File: src/rtl/router_fifo_pkt.sv
// router_fifo_pkt: packet-aware output-channel FIFO that tracks packet boundaries from the header length field.
// Define ROUTER_FIFO_ERR_EN to build the sticky overflow/underflow flags; otherwise those ports are tied to 0.
module router_fifo_pkt #(
  parameter int DATA_WIDTH = 8,
  parameter int DEPTH      = 16,
  parameter int AF_LEVEL   = DEPTH - 2,
  parameter int AE_LEVEL   = 2
) (
  input  logic                    clk,
  input  logic                    resetn,
  input  logic                    soft_reset,
  input  logic                    write_enb,
  input  logic                    read_enb,
  input  logic                    lfd_state,
  input  logic [DATA_WIDTH-1:0]   datain,
  output logic [DATA_WIDTH-1:0]   dataout,
  output logic                    full,
  output logic                    empty,
  output logic                    almost_full,
  output logic                    almost_empty,
  output logic [$clog2(DEPTH):0]  fifo_count,
  output logic                    pkt_busy,
  output logic                    pkt_done,
  output logic                    overflow,
  output logic                    underflow
);
  localparam int AW = $clog2(DEPTH);
  localparam int CW = DATA_WIDTH - 1;
  localparam logic [AW:0]   DEPTH_C = (AW+1)'(DEPTH);
  localparam logic [AW:0]   AF_C    = (AW+1)'(AF_LEVEL);
  localparam logic [AW:0]   AE_C    = (AW+1)'(AE_LEVEL);
  localparam logic [AW:0]   CNT_ONE = (AW+1)'(1);
  localparam logic [AW-1:0] PTR_ONE = AW'(1);
  localparam logic [CW-1:0] PKT_ONE = CW'(1);

  logic [DATA_WIDTH:0]   mem_q [DEPTH];
  logic [AW-1:0]         wr_ptr_q, wr_ptr_d, rd_ptr_q, rd_ptr_d;
  logic [AW:0]           count_q, count_d;
  logic [CW-1:0]         pkt_cnt_q, pkt_cnt_d;
  logic [DATA_WIDTH-1:0] dataout_q, dataout_d;
  logic                  pkt_done_q, pkt_done_d;
  logic                  wr_acc, rd_acc;
  logic [DATA_WIDTH:0]   rd_entry;

  assign full         = (count_q == DEPTH_C);
  assign empty        = (count_q == '0);
  assign almost_full  = (count_q >= AF_C);
  assign almost_empty = (count_q <= AE_C);
  assign fifo_count   = count_q;
  assign pkt_busy     = (pkt_cnt_q != '0);
  assign pkt_done     = pkt_done_q;
  assign dataout      = dataout_q;

  // A write while full is dropped even if a read frees a slot in the same cycle.
  assign wr_acc   = write_enb && !full && !soft_reset;
  assign rd_acc   = read_enb && !empty && !soft_reset;
  assign rd_entry = mem_q[rd_ptr_q];

  always_comb begin
    wr_ptr_d   = wr_ptr_q;
    rd_ptr_d   = rd_ptr_q;
    count_d    = count_q;
    pkt_cnt_d  = pkt_cnt_q;
    dataout_d  = dataout_q;
    pkt_done_d = 1'b0;
    if (soft_reset) begin
      wr_ptr_d  = '0;
      rd_ptr_d  = '0;
      count_d   = '0;
      pkt_cnt_d = '0;
      dataout_d = '0;
    end else begin
      if (wr_acc) wr_ptr_d = wr_ptr_q + PTR_ONE;
      if (rd_acc) begin
        rd_ptr_d  = rd_ptr_q + PTR_ONE;
        dataout_d = rd_entry[DATA_WIDTH-1:0];
        // Header reload covers payload plus parity; also restarts a truncated packet.
        if (rd_entry[DATA_WIDTH]) begin
          pkt_cnt_d = {1'b0, rd_entry[DATA_WIDTH-1:2]} + PKT_ONE;
        end else if (pkt_cnt_q != '0) begin
          pkt_cnt_d  = pkt_cnt_q - PKT_ONE;
          pkt_done_d = (pkt_cnt_q == PKT_ONE);
        end
      end
      case ({wr_acc, rd_acc})
        2'b10:   count_d = count_q + CNT_ONE;
        2'b01:   count_d = count_q - CNT_ONE;
        default: count_d = count_q;
      endcase
    end
  end

  always_ff @(posedge clk or negedge resetn) begin
    if (!resetn) begin
      wr_ptr_q   <= '0;
      rd_ptr_q   <= '0;
      count_q    <= '0;
      pkt_cnt_q  <= '0;
      dataout_q  <= '0;
      pkt_done_q <= 1'b0;
    end else begin
      wr_ptr_q   <= wr_ptr_d;
      rd_ptr_q   <= rd_ptr_d;
      count_q    <= count_d;
      pkt_cnt_q  <= pkt_cnt_d;
      dataout_q  <= dataout_d;
      pkt_done_q <= pkt_done_d;
    end
  end

  // Storage is not reset; pointers and count define what is valid.
  always_ff @(posedge clk) begin
    if (wr_acc) mem_q[wr_ptr_q] <= {lfd_state, datain};
  end

`ifdef ROUTER_FIFO_ERR_EN
  logic overflow_q, overflow_d, underflow_q, underflow_d;

  always_comb begin
    overflow_d  = overflow_q;
    underflow_d = underflow_q;
    if (soft_reset) begin
      overflow_d  = 1'b0;
      underflow_d = 1'b0;
    end else begin
      if (write_enb && full) overflow_d = 1'b1;
      if (read_enb && empty) underflow_d = 1'b1;
    end
  end

  always_ff @(posedge clk or negedge resetn) begin
    if (!resetn) begin
      overflow_q  <= 1'b0;
      underflow_q <= 1'b0;
    end else begin
      overflow_q  <= overflow_d;
      underflow_q <= underflow_d;
    end
  end

  assign overflow  = overflow_q;
  assign underflow = underflow_q;
`else
  assign overflow  = 1'b0;
  assign underflow = 1'b0;
`endif

endmodule

File: config.mk
export PLATFORM = sky130hd
export DESIGN_NAME = router_fifo_pkt
export DESIGN_NICKNAME = d
export VERILOG_FILES = /design/src/rtl/router_fifo_pkt.sv
export SDC_FILE = /design/constraint.sdc
export NUM_CORES = 1
export LEC_CHECK = 0
export BUFFER_PORTS_ARGS = -buffer_cell sky130_fd_sc_hd__buf_2
export CORE_MARGIN = 3
export CORE_UTILIZATION = 30
export CTS_CLUSTER_DIAMETER = 80
export CTS_CLUSTER_SIZE = 25
export DETAILED_ROUTE_END_ITERATION = 7
export PLACE_DENSITY_LB_ADDON = 0.1
export SLEW_MARGIN = 25
export SYNTH_ARGS = -nofsm -noshare
export SYNTH_HDL_FRONTEND = slang
export SYNTH_SLANG_ARGS = --single-unit
File: constraint.sdc
create_clock -name clk -period 3.7 [get_ports clk]
set_input_delay 0.37 -clock clk [delete_from_list [all_inputs] [get_ports clk]]
set_output_delay 0.37 -clock clk [all_outputs]
set_load 0.05 [all_outputs]
==> metrics.txt <==
run status=finished, final reports clean; sequential area share after synthesis=0.6798; Reg-to-Reg Start=fifo_count[1]; Slew Viols, Final=0; hpwl dp=11.48 mm; ranking of synthesized cells by area=edfxtp_1 58%, dfrtp_1 9.8%, mux4_2 7.0%; power per cell area=between 600 and 700 nW/um2; post-synth top area cell=edfxtp_1; worst clock skew=roughly 0.012 ns; Net Switching=1.998 mW; Post-synth top cells=144 x edfxtp_1, 39 x nand2_1, 39 x nor2_1; Via Count=4057; IO buf count=32; number of iterations in the first detailed-routing pass=4; mapped cell area=about 7400 um2; Synth Register Bits=approximately 170; DRT Wirelength=~17 mm; maximum vdd drop=between 200 and 300 uV; setup TNS=0 ns; CP Launch Type=flip-flop; post-CTS setup buffer count=0; vias in the first global route=slightly above 4000; register area=5051 um2; clock sinks=between 150 and 200; max incr delay on CP=around 0.6 ns; die area=26680 um2; RSZ-0062 raised after global routing=no; area delta synth->final=16.12%; switch share=0.3434; fillers=between 2000 and 2500; share of synthesized registers carrying an async set or reset=0.1676; Hold WC Path Type=in2async; latest clock arrival within the worst-skew pair=around 0.43 ns; P_int=~3.8 mW; CP top delay family=simple AND/OR/NAND/NOR gates; DRC viols=0; Synth top area share=0.5821; Die W=about 160 um; final hold vios=0; cell count after synthesis=roughly 460; row cnt=between 50 and 60; Tcrit/Tclk final=0.8393; CTS tree=built; cts hold-fix bufs=0; Antenna Cells=0; io pins=35; Logic pwr share=0.305; Starting Density=0.3109; TritonCTS Buffers=17; H-tree depth=4; Unique masters post-synth=slightly below 60; Post-synth EDFFs=approximately 140; number of max-cap violations=0; dominant cell by count in the synthesized netlist=edfxtp_1; crit path DAT=~3.4 ns; Worst Path Required=around 4.0 ns; CP Cell Sequence=nor4_1, and2_1, nor2b_1, nand2b_1, inv_1, ha_1, nor2b_1, o21ai_0, a21boi_0, nand2b_1, a32oi_1, a21oi_1; synth warn=0; wire per inst=between 20 and 25 um; CP endpoint kind=flip-flop; worst slew pin tran=about 0.84 ns; first-pass GRT wire length=around 26 mm; fmax=between 300 and 400 MHz; Multi-input gate area=about 2200 um2; initial antenna violation count=0; worst-path fanout max=10; Via density=just under 5; Clk pwr share=0.296; Final min period=a little over 3 ns; clock-pin slew on the worst setup and hold paths=about 0.070 ns; First DRT Iteration DRCs=between 200 and 300; Final setup viols=0; critical path's slowest cell=nor2b_1; CTS Buffer Depth=2; Avg Cell Area, Syn=about 16 um2; PostCTS Resize Cnt=0; final net count=539; Max-slew headroom=0.4217; static leakage=a little over 3 nW; CTS root buffer=clkbuf_16; Hold Slack=0.0001970 ns; Placer Congestion=approximately 0.74; GRT Residual Overflow=0; Worst Path Buf+Inv=1; Seq pwr share=0.399; largest net degree at the start of global routing=32; Top FF cell, synth=edfxtp_1; CORE AREA=about 24000 um2; post-route antenna net violation count=0; Global Route Usage Sum=0.1360; Critical path origin=fifo_count[1]; Vert. Die Dim=163.4 um; share of cells above drive strength 1=0.2229; Worst Setup Path Type=reg2reg
==> through the flow <==
step	power (mW)	utilization	setup WS (ns)	instance area, um2	cells
after global routing	6.127	0.3610	0.3043	8626	844
after global placement	4.170	0.3373	0.6884	8059	813
after floorplan	3.722	-	0.04870	7432	459
after CTS	5.897	0.3610	0.6153	8626	844
final	5.817	0.3610	0.5946	8626	844
after detailed placement	4.162	0.3373	0.6397	8059	813
==> state kept, by name, summed over array words and instances, names as in the netlist <==
register    count
mem_q         144
pkt_cnt_q       7
rd_ptr_q        4
pkt_done        1
fifo_count      5
dataout         8
wr_ptr_q        4
==> power by group through the flow <==
stage               logic (mW)  registers (mW)  clock network [mW]
floorplan                 1.25            2.47                   0
global placement          1.81            2.36                   0
detailed placement        1.80            2.37                   0
CTS                       1.80            2.32                1.77
global route              1.94            2.34                1.85
finish                    1.77            2.32                1.72
==> kinds of logic after synthesis <==
family	synth area share
AO/OA/AOI/OAI	0.05121
XOR/XNOR	0.01634
adder cells (fa/ha/maj)	0.02122
buffers and inverters	0.02358
flip-flops	0.6798
multiplexers	0.1305
other	0.0005048
AND/OR/NAND/NOR	0.07681
==> routing by layer <==
metal	up-vias	share of wire	global-route usage
met5	-	0	0
met4	0	0.010	0.03499
met3	13	0.055	0.02993
met2	90	0.49	0.2209
met1	2066	0.44	0.1862
li1	1888	-	-
==> area by class of cell <==
class,instances,area share
sequential,173,0.5856
multi-input combinational,253,0.2559
clock buffer,19,0.05019
tap,319,0.04627
timing repair buffer,57,0.04178
clock inverter,12,0.01552
inverter,11,0.004787
==> path summary, 6_finish.rpt <==
path | to | slack [ns] | cells past startpoint
max reg2reg | fifo_count[4] | 0.59 | 12
max in group asynchronous | rd_ptr_q[0] | 3.18 | 1
max | fifo_count[4] | 0.59 | 12
min in group clk | mem_q[15][1] | 0.33 | 1
min reg2reg | dataout[5] | 0.52 | 2
min | fifo_count[3] | 0.0002 | 1
==> cells in the final DEF (no fill, tap or decap), types with 2 or more instances in the layout <==
cell	netlist	final
edfxtp_1	144	144
nor2_1	39	39
nand2_1	39	39
buf_2	4	32
dfrtp_1	29	28
buf_4	6	24
mux4_2	23	23
a21oi_1	18	18
clkbuf_16	0	17
mux4_1	13	13
inv_1	11	11
mux2i_1	11	11
ha_1	11	11
a22oi_1	10	10
nand3_1	10	10
xnor2_1	7	7
nor3_1	6	6
nand4_1	6	6
nor2b_1	5	5
xor2_1	5	5
o21ai_0	4	4
a21o_1	4	4
clkinv_4	0	4
nand2b_1	3	3
or3_1	3	3
inv_6	0	3
nor4_1	2	2
and2_1	2	2
a211o_1	2	2
conb_1	1	2
clkbuf_1	10	2
clkinvlp_4	0	2
Power figures use the tool's default switching activity.
